--- config.mk ---
export PLATFORM = sky130hd
export DESIGN_NAME = count_ctrl_flat
export DESIGN_NICKNAME = d
export VERILOG_FILES = /design/src/rtl/count_ctrl_if.sv /design/src/rtl/count_ctrl.sv /design/src/flat_wrapper.sv
export SDC_FILE = /design/constraint.sdc
export NUM_CORES = 1
export LEC_CHECK = 0
export ABC_CLOCK_PERIOD_IN_PS = 2300
export CORE_ASPECT_RATIO = 0.9
export CORE_MARGIN = 2
export CORE_UTILIZATION = 49
export DETAILED_ROUTE_END_ITERATION = 6
export GPL_TIMING_DRIVEN = 0
export PLACE_DENSITY = 0.78
export SLEW_MARGIN = 10
export SYNTH_ARGS = -nofsm -noshare
export SYNTH_HDL_FRONTEND = slang
export SYNTH_SLANG_ARGS = --single-unit
--- constraint.sdc ---
create_clock -name clk -period 2.3 [get_ports clk]
set_input_delay 0.23 -clock clk [delete_from_list [all_inputs] [get_ports clk]]
set_output_delay 0.23 -clock clk [all_outputs]
set_load 0.02 [all_outputs]
--- src/rtl/count_ctrl_if.sv ---
// Host-side handshake and count bus for count_ctrl.
// master = host/control block, slave = count_ctrl.
interface count_ctrl_if #(
  parameter int unsigned WIDTH      = 4,
  parameter int unsigned PRESCALE_W = 4
);
  logic                  start;
  logic                  stop;
  logic                  ack;
  logic [WIDTH-1:0]      term;
  logic [PRESCALE_W-1:0] prescale;
  logic [WIDTH-1:0]      q;
  logic                  busy;
  logic                  done;
  logic                  wrap;

  modport master (
    output start, stop, ack, term, prescale,
    input  q, busy, done, wrap
  );

  modport slave (
    input  start, stop, ack, term, prescale,
    output q, busy, done, wrap
  );
endinterface

--- src/rtl/count_ctrl.sv ---
// Prescaled start/stop/done/ack count engine for the 4-bit counter datapath.
// Build option COUNT_CTRL_RELOAD_EN: auto-reload at the terminal tick instead of one-shot DONE.
module count_ctrl #(
  parameter int unsigned WIDTH      = 4,
  parameter int unsigned PRESCALE_W = 4
) (
  input logic         clk,
  input logic         rst,
  count_ctrl_if.slave bus
);

  typedef enum logic [1:0] {
    S_IDLE = 2'd0,
    S_RUN  = 2'd1,
    S_DONE = 2'd2
  } state_t;

  state_t                state, state_nxt;
  logic [WIDTH-1:0]      q_r, q_nxt;
  logic [WIDTH-1:0]      term_r, term_nxt;
  logic [PRESCALE_W-1:0] psc_r, psc_nxt;
  logic [PRESCALE_W-1:0] pre_r, pre_nxt;
  logic                  busy_r, busy_nxt;
  logic                  done_r, done_nxt;
  logic                  wrap_r, wrap_nxt;

  logic accept_c;
  logic tick_c;
  logic term_hit_c;

  assign accept_c   = (state == S_IDLE) && bus.start && !bus.stop;
  assign tick_c     = (state == S_RUN) && (psc_r == pre_r);
  // Compare precedes increment, so q saturates at term_r instead of overflowing.
  assign term_hit_c = tick_c && (q_r == term_r);

`ifdef COUNT_CTRL_RELOAD_EN
  logic unused_ack;
  assign unused_ack = bus.ack;
`endif

  // State and datapath registers.
  always_ff @(posedge clk or negedge rst) begin
    if (!rst) begin
      state  <= S_IDLE;
      q_r    <= '0;
      psc_r  <= '0;
      term_r <= '0;
      pre_r  <= '0;
      busy_r <= 1'b0;
      done_r <= 1'b0;
      wrap_r <= 1'b0;
    end else begin
      state  <= state_nxt;
      q_r    <= q_nxt;
      psc_r  <= psc_nxt;
      term_r <= term_nxt;
      pre_r  <= pre_nxt;
      busy_r <= busy_nxt;
      done_r <= done_nxt;
      wrap_r <= wrap_nxt;
    end
  end

  // Next-state logic; stop outranks any tick in RUN.
  always_comb begin
    state_nxt = state;
    unique case (state)
      S_IDLE: begin
        if (accept_c) state_nxt = S_RUN;
      end
      S_RUN: begin
        if (bus.stop) begin
          state_nxt = S_IDLE;
        end else if (term_hit_c) begin
`ifdef COUNT_CTRL_RELOAD_EN
          state_nxt = S_RUN;
`else
          state_nxt = S_DONE;
`endif
        end
      end
      S_DONE: begin
`ifdef COUNT_CTRL_RELOAD_EN
        state_nxt = S_IDLE;
`else
        if (bus.ack) state_nxt = S_IDLE;
`endif
      end
      default: state_nxt = S_IDLE;
    endcase
  end

  // Next values for the registered datapath and outputs.
  always_comb begin
    q_nxt    = q_r;
    psc_nxt  = psc_r;
    term_nxt = term_r;
    pre_nxt  = pre_r;
    wrap_nxt = 1'b0;
    busy_nxt = (state_nxt == S_RUN);
`ifdef COUNT_CTRL_RELOAD_EN
    done_nxt = 1'b0;
`else
    done_nxt = (state_nxt == S_DONE);
`endif
    unique case (state)
      S_IDLE: begin
        if (accept_c) begin
          term_nxt = bus.term;
          pre_nxt  = bus.prescale;
          q_nxt    = '0;
          psc_nxt  = '0;
        end
      end
      S_RUN: begin
        if (!bus.stop) begin
          psc_nxt = tick_c ? '0 : psc_r + PRESCALE_W'(1);
          if (term_hit_c) begin
            wrap_nxt = 1'b1;
`ifdef COUNT_CTRL_RELOAD_EN
            q_nxt    = '0;
`endif
          end else if (tick_c) begin
            q_nxt = q_r + WIDTH'(1);
          end
        end
      end
      default: ;
    endcase
  end

  assign bus.q    = q_r;
  assign bus.busy = busy_r;
  assign bus.done = done_r;
  assign bus.wrap = wrap_r;

endmodule
--- src/flat_wrapper.sv ---
// flat-port wrapper written by rule: the top's interface ports become plain ports
module count_ctrl_flat 
#(
  parameter int unsigned WIDTH      = 4,
  parameter int unsigned PRESCALE_W = 4
)
  (clk, rst, bus_start, bus_stop, bus_ack, bus_term, bus_prescale, bus_q, bus_busy, bus_done, bus_wrap);
  count_ctrl_if #(.WIDTH(WIDTH), .PRESCALE_W(PRESCALE_W)) bus_i ();
  input logic clk;
  input logic rst;
  input wire logic [$bits(bus_i.start)-1:0] bus_start;
  input wire logic [$bits(bus_i.stop)-1:0] bus_stop;
  input wire logic [$bits(bus_i.ack)-1:0] bus_ack;
  input wire logic [$bits(bus_i.term)-1:0] bus_term;
  input wire logic [$bits(bus_i.prescale)-1:0] bus_prescale;
  output wire logic [$bits(bus_i.q)-1:0] bus_q;
  output wire logic [$bits(bus_i.busy)-1:0] bus_busy;
  output wire logic [$bits(bus_i.done)-1:0] bus_done;
  output wire logic [$bits(bus_i.wrap)-1:0] bus_wrap;
  assign bus_i.start = bus_start;
  assign bus_i.stop = bus_stop;
  assign bus_i.ack = bus_ack;
  assign bus_i.term = bus_term;
  assign bus_i.prescale = bus_prescale;
  assign bus_q = bus_i.q;
  assign bus_busy = bus_i.busy;
  assign bus_done = bus_i.done;
  assign bus_wrap = bus_i.wrap;
  count_ctrl #(.WIDTH(WIDTH), .PRESCALE_W(PRESCALE_W)) u_core (.clk(clk), .rst(rst), .bus(bus_i));
endmodule
==> impl_metrics.csv <==
group,metric,value,unit
outcome,status,"finished clean",
global_routing,grt_overflow,0,
logic_synthesis,synth_top_family_by_area,"simple AND/OR/NAND/NOR gates",
logic_synthesis,synth_edf_count,0,
detailed_routing,routed_wl,1720,µm
cells_and_area,area_growth,25.7,%
place,pre_cts_slack,0.0374,ns
critical_path,start_kind,"flip-flop",
floorplanning,dieArea,0.00242,mm²
logic_synthesis,syn_area_per_cell,11.8,µm²
floorplanning,io_pins,20,
logic_synthesis,ys_ff_latch,21,
power_and_ir_drop,ir_drop,0.000449,V
power_and_ir_drop,p_leak,0.544,nW
detailed_routing,wire_per_inst,13.0,µm
critical_path,worst_ep_arrival_time,2.33,ns
timing,fin_skew,0.00418,ns
critical_path,crit_type,"flip-flop to flip-flop",
timing,rsz0062_at_grt,"no",
logic_synthesis,syn_nets,100,
cells_and_area,fillers,160,
timing,worst_pin_slew,0.896,ns
cts,clock_latency,0.30,ns
cts,postCtsHoldBufs,0,
detailed_routing,first_pass_iters,4,
logic_synthesis,synth_mux_area_frac,0.113,
logic_synthesis,synth_compound_area_frac,0.0864,
cells_and_area,drive_gt1_frac,0.167,
critical_path,r2r_slack,0.16,ns
global_routing,grt_max_degree,22,
logic_synthesis,synth_area,1000,µm²
timing,hold_viol_final,0,
detailed_routing,drc,0,
cells_and_area,diodes,0,
global_routing,grt_pass1_wl,2880,µm
cts,cts_max_path_buffers,2,
place,place.gp.congestion,0.706,
logic_synthesis,synth_cell_types,26,
cts,cts_buffers,3,
cts,h-tree-depth,1,
timing,final-setup-viol-count,0,
logic_synthesis,synthAdderAreaFrac,0.0250,
logic_synthesis,yosysSeqAreaShare,0.526,
timing,slew_violations,0,
timing,fin_crit_sh,0.929,
logic_synthesis,synth_top_area_cell,"dfrtp_1",
logic_synthesis,synth.top_cell.area_share,0.526,
logic_synthesis,synth_top_flop_cell,"dfrtp_1",
floorplanning,row_count,15,
cells_and_area,fin_nets,124,
cts,clkTransAtPathRegs,0.11,ns
logic_synthesis,synth-simple-area-share,0.180,
logic_synthesis,yosysWarnings,0,
flow_run,drv_cap,0,
critical_path,worst-endpoint-required,2.50,ns
floorplanning,start_util,0.522,
place,dp_hpwl,1260,µm
detailed_routing,viasPerCell,5.48,
detailed_routing,vias,729,
timing,maxSlewHeadroom,0.400,
cts,cts_resized,0,
global_routing,grt_util_all_layers,0.168,
timing,fmax,468,MHz
place,port_buffers,19,
power_and_ir_drop,powerDensity,708,mW/mm²
detailed_routing,antenna_left,0,
cts,cts_setup_buffers,0,
critical_path,critPathCaptureType,"flip-flop",
timing,tns,0,ns
global_routing,grt_antenna_before_repair,0,
detailed_routing,drt_iter0_drc,10,
floorplanning,dieWidth,51.6,µm
logic_synthesis,synth_xor_area_frac,0.0701,
critical_path,cp_max_fo,10,
logic_synthesis,async_flop_share,1.00,
floorplanning,coreArea,0.00191,mm²
logic_synthesis,netlist_instances,85,
global_routing,grt_pass1_vias,679,
timing,fin_ws,0.163,ns
cts,cts.sinks,21,
timing,fin_crit,2.14,ns
cts,cts_tree,"done",
floorplanning,die_y,46.9,µm
cts,cts_root_buffer,"clkbuf_4",
worst_hold_path,hold_class,"input port to asynchronous set/reset pin",
logic_synthesis,synthTopCellsByArea,"dfrtp_1 (53%), mux2_2 (10%), xor2_1 (4.4%), o21ai_0 (3.5%), nand2_1 (2.6%)",
## metrics by stage
step / cells / total power [mW] / cell area (µm²) / hold WS [ns] / utilization
3_3_place_gp: 129 / 0.714 / 1220 / 0.514 / 0.638
4_1_cts: 133 / 0.899 / 1250 / 0.469 / 0.652
3_5_place_dp: 129 / 0.722 / 1220 / 0.518 / 0.638
5_1_grt: 133 / 0.944 / 1260 / 0.513 / 0.656
2_1_floorplan: 85 / 0.634 / 1000 / -0.0656 / -
6_report: 133 / 0.889 / 1260 / 0.421 / 0.656
## cells in the mapped netlist (2+ instances only)
master   number
mux2_2        9
a21oi_1       3
nand3_1       4
xor2_1        5
nor2_1        6
or2_2         2
nand2_1       7
o21ai_0       7
dfrtp_1      21
xnor2_1       3
ha_1          2
or3_1         2
## flip-flops by register name, indices dropped and copies added, names as in the netlist
signal	count
u_core.bus.busy	1
u_core.bus.done	1
u_core.psc_r	4
u_core.pre_r	4
u_core.bus.wrap	1
u_core.term_r	4
u_core.state	2
u_core.bus.q	4
## power by group
part | switching (mW) | internal (mW) | leakage [nW]
combinational | 0.109 | 0.125 | 0.259
sequential | 0.0557 | 0.424 | 0.270
clock | 0.108 | 0.0676 | 0.0150
total | 0.273 | 0.616 | 0.544
## worst paths after layout
kind,cells past startpoint,endpoint,from
setup / recovery,5,u_core.bus.q[0],u_core.psc_r[3]
hold / removal,1,u_core.term_r[2],rst
setup reg to reg,5,u_core.bus.q[0],u_core.psc_r[3]
hold reg to reg,1,u_core.term_r[1],u_core.term_r[1]
max in group asynchronous,1,u_core.psc_r[2],rst
min in group clk,2,u_core.term_r[1],bus_term[1]
## logic make-up after synthesis
logic type	Yosys count
AOI/OAI and AO/OA	14
xor gates and xnor gates	8
adders and majority gates	2
DFF	21
muxes	10
and+or+nand+nor	30
## cell usage in the layout (no fill, tap or decap)
master,instances
a21oi_1,3
nand3_1,4
clkdlybuf4s50_1,19
o21ai_0,7
and2b_1,1
nor4b_4,1
or4_4,1
clkbuf_4,3
mux2_1,1
ha_1,2
o21a_1,1
o31ai_1,1
o41ai_2,1
or3_1,2
nor3_1,1
nor2_1,6
mux2_2,9
and3_1,1
o21ai_1,1
xnor2_1,3
nor3b_1,1
nand2b_1,1
nor4_4,1
nand2_1,7
xor2_1,5
or2_2,2
clkbuf_1,1
dfrtp_1,21
nor2b_1,1
## worst max-delay path, stage by stage (launching register included)
cell and delay (ns):
dfrtp_1 0.43, xor2_1 0.18, or4_4 0.56, nor4_4 0.43
nor2_1 0.11, mux2_1 0.32
## routing by layer
metal  global-route usage  vias to the layer above  wire length [µm]
met5                    0                        -                 0
met4               0.0789                        0                14
met3               0.0478                        2               112
met2                0.272                       19               795
met1                0.215                      356               801
li1                     -                      352                 -
## layout make-up
cell class              count  area (µm²)  area share
clock buffers               4        26.3      0.0209
multi-input cells          64         483       0.384
flip-flops and latches     21         526       0.418
well taps                  25        31.3      0.0249
repair buffers             19         190       0.151
(Power assumes the default switching activity.)
